===== config.mk =====
export PLATFORM = sky130hd
export DESIGN_NAME = pipelined_adder
export DESIGN_NICKNAME = d
export VERILOG_FILES = /design/src/rtl/pipelined_adder.sv
export SDC_FILE = /design/constraint.sdc
export NUM_CORES = 1
export LEC_CHECK = 0
export CORE_UTILIZATION = 55
export DETAILED_ROUTE_END_ITERATION = 16
export HOLD_SLACK_MARGIN = 0.05
export PLACE_DENSITY = 0.77
export SLEW_MARGIN = 25
export SYNTH_ARGS = -nofsm -noshare
export SYNTH_HDL_FRONTEND = slang
export SYNTH_SLANG_ARGS = --single-unit

===== constraint.sdc =====
create_clock -name clk -period 3.75 [get_ports clk]
set_clock_uncertainty 0.2 [all_clocks]
set_input_delay 0.75 -clock clk [delete_from_list [all_inputs] [get_ports clk]]
set_output_delay 0.75 -clock clk [all_outputs]
set_load 0.01 [all_outputs]

===== src/rtl/pipelined_adder.sv =====
// pipelined_adder: N-bit add/sub split into STAGES carry slices with valid/ready flow control.
module pipelined_adder #(
  parameter int N = 32,
  parameter int STAGES = 4
) (
  input  logic         clk,
  input  logic         rst_n,
  input  logic         in_valid,
  output logic         in_ready,
  input  logic [N-1:0] a,
  input  logic [N-1:0] b,
  input  logic         cin,
  input  logic         sub,
  output logic         out_valid,
  input  logic         out_ready,
  output logic [N-1:0] sum,
  output logic         cout,
  output logic         ovf
);
  localparam int W = N / STAGES;
  logic [STAGES:0] v_q, v_d, c_q, c_d;
  logic [N-1:0] a_q [STAGES];
  logic [N-1:0] a_d [STAGES];
  logic [N-1:0] b_q [STAGES];
  logic [N-1:0] b_d [STAGES];
  logic [N-1:0] s_q [STAGES];
  logic [N-1:0] s_d [STAGES];
  logic ovf_q, ovf_d, advance;
  logic [W:0] sl;
  always_comb begin
    advance = !v_q[STAGES] || out_ready;
    v_d = v_q;
    c_d = c_q;
    a_d = a_q;
    b_d = b_q;
    s_d = s_q;
    ovf_d = ovf_q;
    sl = '0;
    if (advance) begin
      v_d = {v_q[STAGES-1:0], in_valid};
      c_d[0] = cin;
      a_d[0] = a;
      b_d[0] = sub ? ~b : b;
      // Operand ranks carry the full word; slice k only consumes its own bits.
      for (int k = 0; k < STAGES; k++) begin
        sl = {1'b0, a_q[k][k*W +: W]} + {1'b0, b_q[k][k*W +: W]} + {{W{1'b0}}, c_q[k]};
        s_d[k] = (k == 0) ? '0 : s_q[(k == 0) ? 0 : k - 1];
        s_d[k][k*W +: W] = sl[W-1:0];
        c_d[k+1] = sl[W];
      end
      for (int k = 1; k < STAGES; k++) begin
        a_d[k] = a_q[k-1];
        b_d[k] = b_q[k-1];
      end
      ovf_d = sl[W] ^ sl[W-1] ^ a_q[STAGES-1][N-1] ^ b_q[STAGES-1][N-1];
    end
  end
  always_ff @(posedge clk) begin
    if (!rst_n) begin
      v_q <= '0;
      c_q <= '0;
      a_q <= '{default: '0};
      b_q <= '{default: '0};
      s_q <= '{default: '0};
      ovf_q <= 1'b0;
    end else begin
      v_q <= v_d;
      c_q <= c_d;
      a_q <= a_d;
      b_q <= b_d;
      s_q <= s_d;
      ovf_q <= ovf_d;
    end
  end
  assign in_ready = advance;
  assign out_valid = v_q[STAGES];
  assign sum = s_q[STAGES-1];
  assign cout = c_q[STAGES];
  assign ovf = ovf_q;
endmodule


==> results of run 1 <==
-- worst register-to-register path: stages, from the launching register on --
cell,delay (ns)
dfxtp_1,0.33
inv_1,0.06
fa_1,0.43
inv_1,0.08
fa_1,0.23
a211oi_1,0.09
nor2_1,0.22
o21ai_0,0.26
or4b_1,0.55
nand4_1,0.09
-- where the power goes --
part	internal (W)	switching (W)	leakage [nW]
Combinational	0.000247	0.000207	2.63
Sequential	0.00280	0.0000726	2.06
Clock	0.00139	0.00101	0.400
Total	0.00444	0.00129	5.08
-- metal layers --
layer	wire length (um)	track usage [%]	vias to the layer above
met5	0	0	-
met4	334	5.603	0
met3	838	2.482	26
met2	8380	28.81	144
met1	10810	31.59	3638
li1	-	-	4210
-- flip-flops by register name, indices dropped and copies added (netlist names) --
| signal | flops |
|---|---|
| sum | 32 |
| b_q | 80 |
| v_q | 5 |
| ovf | 1 |
| c_q | 5 |
| s_q | 48 |
| a_q | 80 |
-- worst paths after layout --
check	startpoint	slack, ns	cells past startpoint	endpoint
worst min-delay path	sum[6]	0.26	2	sum[6]
worst max register to register	c_q[3]	1.16	9	ovf
worst min register to register	sum[6]	0.26	2	sum[6]
worst max-delay path	out_ready	0.83	4	in_ready
-- Yosys cell counts (4+ instances only) --
cell type    n
o211ai_1     4
nand2_1    427
a21oi_1     18
nor2_1      12
o21ai_0     31
buf_4       32
ha_1        28
xnor2_1     42
nand4_1      4
and2_1       9
dfxtp_1    251
nor2b_1      5
fa_1         8
buf_2       26
nand2b_1     5
nor3_1      11
nand3_1      8
xor2_1       7
a21o_1       6
o211a_1     38
clkbuf_1    59
a21boi_0   188
inv_1       20
nor4_1       6
-- logic make-up (layout without fill, tap and decap cells) --
| group | count (synthesis) | after routing | share of synthesized area, % |
|---|---|---|---|
| AO/OA/AOI/OAI | 304 | 304 | 20.87 |
| XOR/XNOR | 49 | 49 | 3.930 |
| adder cells (fa/ha/maj) | 36 | 36 | 4.675 |
| buffers and inverters | 140 | 177 | 6.211 |
| flip-flops | 251 | 251 | 46.02 |
| AND/OR/NAND/NOR | 495 | 495 | 18.30 |
-- area by class of cell --
cell class | count | area (um2) | share of cell area [%]
Multi-Input combinational cell | 884 | 5224 | 41.47
Clock buffer | 38 | 754.5 | 5.989
Timing Repair Buffer | 111 | 1130 | 8.969
Sequential cell | 251 | 5025 | 39.89
Inverter | 20 | 82.58 | 0.6555
Clock inverter | 8 | 50.05 | 0.3973
Tap cell | 265 | 331.6 | 2.632
-- per-stage QoR --
stage / util, % / setup slack, ns / area [um2]
CTS: 64.73 / 0.8213 / 12600
global placement: 60.59 / 0.8203 / 11790
finish: 64.73 / 0.8306 / 12600
floorplan: - / 1.215 / 10920
detailed placement: 60.59 / 0.8175 / 11790
global route: 64.73 / 0.7742 / 12600
==> impl_metrics.json, run 1 <==
{
  "fp.coreArea_um2": 19460,
  "finalHoldViolCount": 0,
  "dp_hpwl_mm": 12.43,
  "worst_slew_pin_slew_ns": 0.9685,
  "synth_seq_cells": 251,
  "synth.top_cell.area_share_pct": 46.02,
  "via_count": 8018,
  "h-tree-depth": 1,
  "synthDistinctLibCells": 40,
  "grt_pass1_wl_mm": 34.12,
  "antenna_cells": 0,
  "cts_num_sinks": 251,
  "drtIter0Drc": 534,
  "die_h_um": 142.9,
  "finalSetupTns_ns": 0,
  "numCtsBuffers": 25,
  "initial_core_util_pct": 56.10,
  "cpPeakStageDelay_ns": 0.48,
  "layout_common_cells": "nand2_1 (427), dfxtp_1 (251), a21boi_0 (188)",
  "fmax_ghz": 0.3425,
  "syn-cell-area_um2": 10920,
  "worstSkewPairLatency_ns": 0.53,
  "grt-ovfl-total": 0,
  "yosys.area.top_type": "dfxtp_1",
  "port_buffers": 105,
  "cp_slowest_cell": "clkdlybuf4s50_1",
  "cts.repair.resized": 0,
  "synthArstFlopShare_pct": 0,
  "area_growth_pct": 15.37,
  "min_period_ns": 2.919,
  "grt_max_degree": 239,
  "ys_warn_count": 0,
  "endpoint_kind": "output port",
  "drc_errors": 0,
  "rsz0062_at_grt": "false",
  "die-area_um2": 20420,
  "antenna_found_initial": 0,
  "slew_viol_final": 0,
  "stdcell_count": 1577,
  "path_class": "in2out",
  "arrival_ns": 1.97,
  "critical_path.top_delay_family": "buffers and inverters",
  "io_pins": 106,
  "path_max_fanout": 3,
  "maxCapViolCount": 0,
  "vias_per_cell": 5.084,
  "ctsHoldBuffers": 0,
  "startpoint_type": "primary input",
  "final_nets": 1399,
  "synth_area_leaders": "dfxtp_1 (46%), nand2_1 (15%), a21boi_0 (13%)",
  "status": "complete, no violations",
  "path_cells": "clkdlybuf4s50_1 > nor2b_4 > inv_8 > clkdlybuf4s50_1",
  "required_ns": 2.80,
  "layout-drive-gt1-share_pct": 4.954,
  "synth_edf_count": 0,
  "relSlewSlack_pct": 35.44,
  "cts_setup_buffers": 0,
  "rows": 51,
  "p_leak_nw": 5.084,
  "detail-route-antenna-nets": 0,
  "track_usage_pct": 20.23,
  "syn-num-nets": 1381,
  "cts_tree": "built",
  "hp-class": "reg2reg",
  "n_fill_cell": 1710,
  "vdd_drop_max_v": 0.0003043,
  "powerDensity_nw_per_um2": 454.6,
  "wirelength_mm": 20.36,
  "cts_max_path_buffers": 3,
  "ys_seq_area_share_pct": 46.02,
  "setup_viol": 0,
  "power.total_w": 0.005727,
  "dr.pass1.iters": 4,
  "layout_commonest_cell": "nand2_1",
  "crit_buf_inv": 3,
  "grt_pass1_vias": 7104,
  "crit_top_cell": "clkdlybuf4s50_1",
  "die_w_um": 142.9,
  "avgSynthCellArea_um2": 8.564,
  "hold_ws_ns": 0.2582,
  "dp.cells": 1531,
  "period_share_pct": 77.85,
  "synthFlopType": "dfxtp_1",
  "root_buffer": "clkbuf_16",
  "clk_pin_slew_ns": 0.06,
  "place.gp.congestion": 0.8589,
  "routedWlPerCell_um": 12.91,
  "syn_inst": 1275
}
No activity file was read; power rests on OpenSTA's default activity.
==> run 2: changes to the inputs <==
- CORE_UTILIZATION: 55 -> 52
- clock period: 3.75 -> 2.35 ns (I/O delays scaled with it)
==> run 2 against run 1 <==
Die area is 5.7% higher; clock power is 61% higher; utilization is 0.83 points lower; worst setup slack worse by 0.81 ns; non-clock buffer count is 29 higher; critical endpoint is now sum[30]; cell count is 2.2% higher; via count is 2.2% higher; global-route usage is 0.069 points higher; sequential share of layout area is 1.3 points lower; sequential cell count stayed put; critical path type is now reg2reg; first-iteration DRC count is 1.5% lower.
==> impl_metrics.json, run 2 (same netlist as run 1, synthesis figures left out) <==
{
  "power.total_w": 0.009222,
  "die_w_um": 146.9,
  "antenna_cells": 0,
  "status": "complete, no violations",
  "post-place-ws_ns": -0.1178,
  "endpoint_kind": "register",
  "grt-ovfl-total": 0,
  "cts_max_path_buffers": 3,
  "hold_ws_ns": 0.1241,
  "final_nets": 1429,
  "grt_max_degree": 102,
  "layout-drive-gt1-share_pct": 9.098,
  "cts_tree": "built",
  "via_count": 8197,
  "cts_num_sinks": 251,
  "vias_per_cell": 5.088,
  "startpoint_type": "register",
  "grtUsageMet3_pct": 2.857,
  "path_cells": "inv_2 > fa_2 > inv_2 > fa_2 > a211oi_2 > nor2_2 > buf_4 > o21a_1 > nor2_2 > xor2_1 > o21ai_1",
  "largest_registers": "a_q: 80 flops, b_q: 80 flops, s_q: 48 flops",
  "drtIter0Drc": 526,
  "port_buffers": 105,
  "die-area_um2": 21580,
  "reg2reg_depth": 11,
  "top_usage_layer": "met2",
  "setup_viol": 0,
  "worstSkewPairLatency_ns": 0.52,
  "rows": 52,
  "post-route-worst-setup-slack_ns": 0.02437,
  "area_growth_pct": 19.55,
  "cpPeakStageDelay_ns": 0.36,
  "worst_slew_pin_slew_ns": 0.4718,
  "r2r-end": "sum[30]",
  "initial_core_util_pct": 53.45,
  "track_usage_pct": 20.30,
  "dp.cells": 1562,
  "path_max_fanout": 2,
  "drc_errors": 0,
  "antenna_found_initial": 0,
  "rsz0062_at_grt": "true",
  "cp_slowest_cell": "fa_2",
  "crit_end": "sum[30]",
  "arrival_ns": 2.52,
  "min_period_ns": 2.326,
  "h-tree-depth": 1,
  "powerDensity_nw_per_um2": 706.4,
  "dp_hpwl_mm": 14.37,
  "period_share_pct": 98.96,
  "r2r_setup_slack_ns": 0.02,
  "stdcell_count": 1611,
  "routedWlPerCell_um": 13.50,
  "fin_util_pct": 63.90,
  "io_pins": 106,
  "grt_util_met1_pct": 30.50,
  "slew_viol_final": 0,
  "finalHoldViolCount": 0,
  "layout_commonest_cell": "nand2_1",
  "layout_common_cells": "nand2_1 (427), dfxtp_1 (244), a21boi_0 (188)",
  "r2r-start": "b_q[24]",
  "ctsHoldBuffers": 0,
  "dr.pass1.iters": 4,
  "detail-route-antenna-nets": 0,
  "die_h_um": 146.9,
  "hp-class": "in2reg",
  "p_leak_nw": 5.284,
  "fp.coreArea_um2": 20430,
  "clk_pin_slew_ns": 0.06,
  "numCtsBuffers": 26,
  "root_buffer": "clkbuf_16",
  "required_ns": 2.55,
  "use_met2_pct": 30.90,
  "n_fill_cell": 1736,
  "grt_pass1_wl_mm": 36.80,
  "vdd_drop_max_v": 0.0004637,
  "maxCapViolCount": 0,
  "crit_start": "b_q[24]",
  "grt_pass1_vias": 7603,
  "fmax_ghz": 0.4300,
  "relSlewSlack_pct": 68.54,
  "place.gp.congestion": 0.8153,
  "wirelength_mm": 21.75,
  "path_class": "reg2reg"
}
-- run 2: worst min-delay path by stage --
stage | startpoint | endpoint | slack, ns | cells past startpoint
detailed placement | s_q[71] | s_q[71] | 0.26 | 2
global route | rst_n | b_q[107] | 0.12 | 2
global placement | s_q[74] | s_q[74] | 0.25 | 2
floorplan | s_q[78] | s_q[46] | 0.24 | 2
finish | rst_n | b_q[107] | 0.12 | 2
CTS | rst_n | b_q[107] | 0.10 | 2
-- run 2: critical path: cells and delay by family (launching register included) --
family	cells	cell delay, ns
buf+inv	3	0.25
compound gates	3	0.49
fa+ha+maj	2	0.57
simple gates	2	0.17
flops	1	0.32
xor+xnor	1	0.20
-- run 2: what timing repair did --
action | in CTS | in global routing
gates resized for setup | 17 | 28
setup endpoints to repair | 8 | 10
gates cloned | 0 | 0
buffers inserted | 1 | 2
pin swaps | 1 | 15
-- run 2: area by class of cell --
cell class                 instances  area, um2  share of cell area (%)
multi-input combinational        884       5348                   40.97
sequential                       251       5034                   38.56
timing repair buffer             140       1446                   11.08
clock buffer                      41      778.2                   5.962
tap                              270      337.8                   2.588
inverter                          20      82.58                  0.6326
clock inverter                     5      27.53                  0.2109
-- run 2: per-stage QoR --
| stage | TNS (ns) | instance area [um2] |
|---|---|---|
| 2_1_floorplan | 0 | 10920 |
| 3_3_place_gp | -0.1958 | 12090 |
| 3_5_place_dp | -0.7268 | 12090 |
| 4_1_cts | 0 | 12940 |
| 5_1_grt | -0.06673 | 13050 |
| 6_report | 0 | 13050 |
-- run 2: layer usage --
| metal | wire, um | share of wire, % |
|---|---|---|
| met1 | 11040 | 51 |
| met3 | 927 | 4.3 |
| met4 | 261 | 1.2 |
| met2 | 9520 | 44 |
| met5 | 0 | 0 |
-- run 2: where the power goes --
group / switching (W) / total, W / internal, W
Combinational: 0.000354 / 0.000777 / 0.000422
Clock: 0.00160 / 0.00386 / 0.00226
Sequential: 0.000117 / 0.00459 / 0.00447
